## src/rtl/rtc_bus_pkg.sv

```systemverilog
// rtc_bus_pkg: shared FSM states, default strobe timing and phase helpers
// for the RTC multiplexed-bus read controller.
package rtc_bus_pkg;

    localparam int T_SETUP_DEF = 2;
    localparam int T_PULSE_DEF = 8;
    localparam int T_HOLD_DEF  = 2;

    typedef enum logic [2:0] {
        IDLE,
        A_SETUP,
        A_PULSE,
        A_HOLD,
        D_SETUP,
        D_PULSE,
        D_HOLD,
        DONE
    } state_t;

    function automatic logic is_addr(state_t s);
        return s inside {A_SETUP, A_PULSE, A_HOLD};
    endfunction

    function automatic logic is_data(state_t s);
        return s inside {D_SETUP, D_PULSE, D_HOLD};
    endfunction

    function automatic logic is_timed(state_t s);
        return is_addr(s) || is_data(s);
    endfunction

endpackage

```

## src/rtl/rtc_phase_timer.sv

```systemverilog
// rtc_phase_timer: loadable down-counter; tc pulses on the last cycle of a
// phase of 'value' cycles that starts on the cycle after load.
module rtc_phase_timer (
    input  logic       clk,
    input  logic       reset,
    input  logic       load,
    input  logic [3:0] value,
    output logic       tc
);

    logic [3:0] cnt;
    logic       armed;

    always_ff @(posedge clk) begin
        if (!reset) begin
            cnt   <= 4'd0;
            armed <= 1'b0;
        end else if (load) begin
            cnt   <= value - 4'd1;
            armed <= 1'b1;
        end else if (armed) begin
            if (cnt == 4'd0) armed <= 1'b0;
            else             cnt   <= cnt - 4'd1;
        end
    end

    assign tc = armed && (cnt == 4'd0);

endmodule

```

## src/rtl/rtc_read_ctrl.sv

```systemverilog
// rtc_read_ctrl: single-register read over a multiplexed RTC AD bus.
// Define RTC_READ_BCD_CHECK_EN to flag non-BCD bytes on bcd_err.
module rtc_read_ctrl #(
    parameter int T_SETUP = rtc_bus_pkg::T_SETUP_DEF,
    parameter int T_PULSE = rtc_bus_pkg::T_PULSE_DEF,
    parameter int T_HOLD  = rtc_bus_pkg::T_HOLD_DEF
) (
    input  logic       clk,
    input  logic       reset,
    input  logic       start,
    input  logic [7:0] addr,
    output logic       busy,
    output logic       done,
    output logic [7:0] data_out,
    output logic       bcd_err,
    output logic       rtc_cs_n,
    output logic       rtc_wr_n,
    output logic       rtc_rd_n,
    output logic       rtc_ad,
    output logic [7:0] rtc_bus_out,
    output logic       rtc_bus_oe,
    input  logic [7:0] rtc_bus_in
);

    import rtc_bus_pkg::*;

    state_t     state, nxt;
    logic [7:0] addr_q, rd_data;
    logic [3:0] len;
    logic       load, tc;

    always_comb begin
        nxt = state;
        if (state == IDLE)      nxt = start ? A_SETUP : IDLE;
        else if (state == DONE) nxt = IDLE;
        else if (tc)            nxt = state_t'(state + 3'd1);
    end

    always_comb begin
        len  = (nxt == A_SETUP || nxt == D_SETUP) ? 4'(T_SETUP) :
               (nxt == A_PULSE || nxt == D_PULSE) ? 4'(T_PULSE) : 4'(T_HOLD);
        load = (nxt != state) && is_timed(nxt);
    end

    rtc_phase_timer u_timer (
        .clk  (clk),
        .reset(reset),
        .load (load),
        .value(len),
        .tc   (tc)
    );

    // Bus outputs are registered from the current state, so they trail it by one cycle.
    always_ff @(posedge clk) begin
        if (!reset) begin
            state       <= IDLE;
            addr_q      <= 8'h00;
            rd_data     <= 8'h00;
            data_out    <= 8'h00;
            busy        <= 1'b0;
            done        <= 1'b0;
            rtc_cs_n    <= 1'b1;
            rtc_wr_n    <= 1'b1;
            rtc_rd_n    <= 1'b1;
            rtc_ad      <= 1'b1;
            rtc_bus_oe  <= 1'b0;
            rtc_bus_out <= 8'h00;
        end else begin
            state <= nxt;
            if (state == IDLE && start) addr_q <= addr;
            if (state == D_PULSE && tc) rd_data <= rtc_bus_in;
            if (state == DONE) data_out <= rd_data;
            busy        <= is_timed(state);
            done        <= state == DONE;
            rtc_cs_n    <= !is_timed(state);
            rtc_wr_n    <= state != A_PULSE;
            rtc_rd_n    <= state != D_PULSE;
            rtc_ad      <= !is_data(state);
            rtc_bus_oe  <= is_addr(state);
            rtc_bus_out <= is_addr(state) ? addr_q : 8'h00;
        end
    end

`ifdef RTC_READ_BCD_CHECK_EN
    always_ff @(posedge clk) begin
        if (!reset) bcd_err <= 1'b0;
        else        bcd_err <= (state == DONE) && (rd_data[7:4] > 4'd9 || rd_data[3:0] > 4'd9);
    end
`else
    assign bcd_err = 1'b0;
`endif

endmodule

```

## config.mk

```make
export PLATFORM = sky130hd
export DESIGN_NAME = rtc_read_ctrl
export DESIGN_NICKNAME = d
export VERILOG_FILES = /design/src/rtl/rtc_bus_pkg.sv /design/src/rtl/rtc_phase_timer.sv /design/src/rtl/rtc_read_ctrl.sv
export SDC_FILE = /design/constraint.sdc
export NUM_CORES = 1
export LEC_CHECK = 0
export ABC_CLOCK_PERIOD_IN_PS = 2800
export CAP_MARGIN = 20
export CORE_MARGIN = 4
export CORE_UTILIZATION = 45
export DETAILED_ROUTE_END_ITERATION = 8
export PLACE_DENSITY_LB_ADDON = 0.05
export RECOVER_POWER = 100
export SLEW_MARGIN = 20
export SYNTH_ARGS = -nofsm -noshare
export SYNTH_HDL_FRONTEND = slang
export SYNTH_SLANG_ARGS = --single-unit
```

## constraint.sdc

```tcl
create_clock -name clk -period 2.8 [get_ports clk]
set_input_delay 0.28 -clock clk [delete_from_list [all_inputs] [get_ports clk]]
set_output_delay 0.28 -clock clk [all_outputs]
set_load 0.03 [all_outputs]
```

==> run summary <==
status = complete, no violations
Seq/Total Area, Yosys = 46.8%
Main synth FF type = dfxtp_1
Max-Cap Viols = 0
slowest stage delay, CP = 400 ps
clock tree buffer depth = 2
Final Setup Violations = 0
Core Rows = 24
crit path cell chain = inv_1 > ha_1 > nor2b_2 > nor2_2 > o211ai_1 > a221o_2 > a22oi_1 > ha_1 > nand2_1 > a31oi_1 > mux2i_1 > o21a_1
commonest non-fill, non-tap cell in the layout = dfxtp_1
H-tree level count = 2
initial antenna violation count = 0
area grow syn2layout = 32.7%
initial core utilization = 46.2%
share of cells above drive strength 1 = 11.2%
final wirelength = 4200 um
synth unique cells = 43
Overall Power = 1450 uW
Ports = 43
CP max FO = 5
Seq cells post-synth = 47
number of synthesized flops with an enable pin = 0
Max-slew headroom = 56.9%
Worst Path Required = 3000 ps
fill count = 383
total power per unit cell area = 545 nW/um2
CTS sink cnt = 47
Final TNS setup = 0 ps
YS warnings = 0
Die Y-Extent = 74.8 um
Yosys top cell area share = 46.8%
Nets = 285
DR WL/cell = 13.4 um
Die X = 74.8 um
clock root cell = clkbuf_8
DRC marker count from the first detailed-route iteration = 85
syn avg cell area = 9.76 um2
critical path arrival = 2820 ps
Clk Latency, worst-skew pair = 300 ps
most used cell, CP = ha_1
Max Clock Skew = 3.03 ps
Hold WC Path Type = reg -> reg
Worst Path Buf+Inv = 1
Worst setup SP type = flop
Total Routing Usage GR = 16.2%
Placer Congestion = 0.868
vias in the first global route = 1521
post-route ant nets = 0
worst reg-to-reg setup slack = 180 ps
RSZ-0062 raised after global routing = false
Lkg Pwr = 0.00110 uW
CP max-delay cell = a221o_2
Fmax = 0.382 GHz
Die Footprint = 5600 um2
Placed Cells = 304
CTS tree = done
Core Footprint = 4350 um2
top post-synthesis cells by area = dfxtp_1 47%, mux2i_1 8.5%, nor2b_1 5.0%
Cell Count, Final, Fillers Out = 312
grt ovf = 0
Top delay family on crit path = compound AO/OA/AOI/OAI gates
pin count of the biggest net entering global routing = 20
vias per inst = 5.13
final hold vios = 0
crit end category = flop
DRT Pass-1 Iters = 4
cell accounting for the most synthesized area = dfxtp_1
worst IR drop on VDD = 0.289 mV
DRC = 0
worst slew pin tran = 647 ps
Gate Count Post-Synth = 206
Num CTS Buffers = 5
Final Cycle Share = 93.6%
first-pass GRT wire length = 6870 um
post-synthesis async set-or-reset flop share = 0%
crit path kind = reg -> reg
dpl hpwl = 3060 um
cts hold-fix bufs = 0
vias = 1600
Clock transition at path regs = 90 ps
Synth Net Count = 232
# diodes = 0
Cell Area, Synth = 2010 um2
Slew Limit Fails = 0
min Tclk post-route = 2620 ps
commonest non-fill, non-tap cells in the layout = 46 x dfxtp_1, 25 x nand2_1, 24 x dlygate4sd3_1
I/O Buffers = 41
[kinds of logic (layout without fill, tap and decap cells)]
family                     after synthesis  count (layout)  share of synthesized area [%]
and+or+nand+nor                         79              79                           21.5
other                                    1               1                          0.187
AOI/OAI and AO/OA                       36              36                           13.5
adders and majority gates                7               7                           4.36
DFF                                     47              47                           46.8
muxes                                   17              17                           8.46
buffers and inverters                   15              69                           3.42
xor gates and xnor gates                 4               4                           1.74
[worst paths after layout]
path	from	to	depth (start not counted)
setup / recovery	state[1]	u_timer.cnt[2]	12
hold / removal	addr_q[4]	rtc_bus_out[4]	1
setup reg to reg	state[1]	u_timer.cnt[2]	12
hold reg to reg	addr_q[4]	rtc_bus_out[4]	1
[final cells by class]
class | count | area (um2) | area share, %
timing repair buffer | 55 | 497 | 18.6
clock inverter | 2 | 38.8 | 1.45
inverter | 6 | 22.5 | 0.844
clock buffer | 6 | 82.6 | 3.10
multi-input combinational | 144 | 1020 | 38.2
sequential | 47 | 942 | 35.3
tap | 52 | 65.1 | 2.44
[cell usage after synthesis (3+ instances only)]
library cell  number
nand4b_1           3
nor2b_1           16
a21boi_0           8
nor2_1            11
mux2i_1           17
ha_1               7
nand2_1           25
clkbuf_1           6
inv_1              6
and2_1            11
dfxtp_1           47
o31ai_1            3
a21oi_1            6
nand3_1            3
[repair_timing]
action,4_1_cts,5_1_grt
endpoints found under the hold margin,0,0
setup buffers,0,0
endpoints found under the setup margin,0,1
resized for setup,0,5
[routing by layer]
layer	track usage [%]	share of wire, %	vias to the layer above
met5	0	0	-
met4	7.31	1.5	0
met3	3.74	5.0	5
met2	27.2	48	36
met1	19.6	46	746
li1	-	-	813
[flip-flops by register name (all words and copies together), names as in the netlist]
signal         count
rtc_bus_oe         1
u_timer.armed      1
data_out           8
state              3
rtc_rd_n           1
rd_data            8
addr_q             8
done               1
rtc_wr_n           1
rtc_cs_n           1
rtc_ad             1
rtc_bus_out        8
u_timer.cnt        4
busy               1
[power breakdown]
part / internal, uW / switching [uW] / leakage (uW)
clock: 294 / 232 / 0.0000618
sequential: 690 / 18.4 / 0.000382
combinational: 108 / 112 / 0.000655
total: 1090 / 362 / 0.00110
[worst reg2reg max path, cell delays in order, from the launching register on]
cell and delay, ps:
dfxtp_1 380, inv_1 70, ha_1 240, nor2b_2 200
nor2_2 190, o211ai_1 130, a221o_2 400, a22oi_1 200
ha_1 210, nand2_1 60, a31oi_1 200, mux2i_1 90
o21a_1 160
[through the flow]
step | hold WS, ps | setup slack [ps] | instance area, um2 | util [%]
2_1_floorplan | 406 | 93.3 | 2010 | -
4_1_cts | 462 | 132 | 2670 | 61.3
6_report | 462 | 180 | 2670 | 61.3
3_3_place_gp | 435 | 194 | 2550 | 58.5
3_5_place_dp | 441 | 153 | 2550 | 58.5
5_1_grt | 485 | 7.19 | 2670 | 61.3
(Power assumes the default switching activity.)
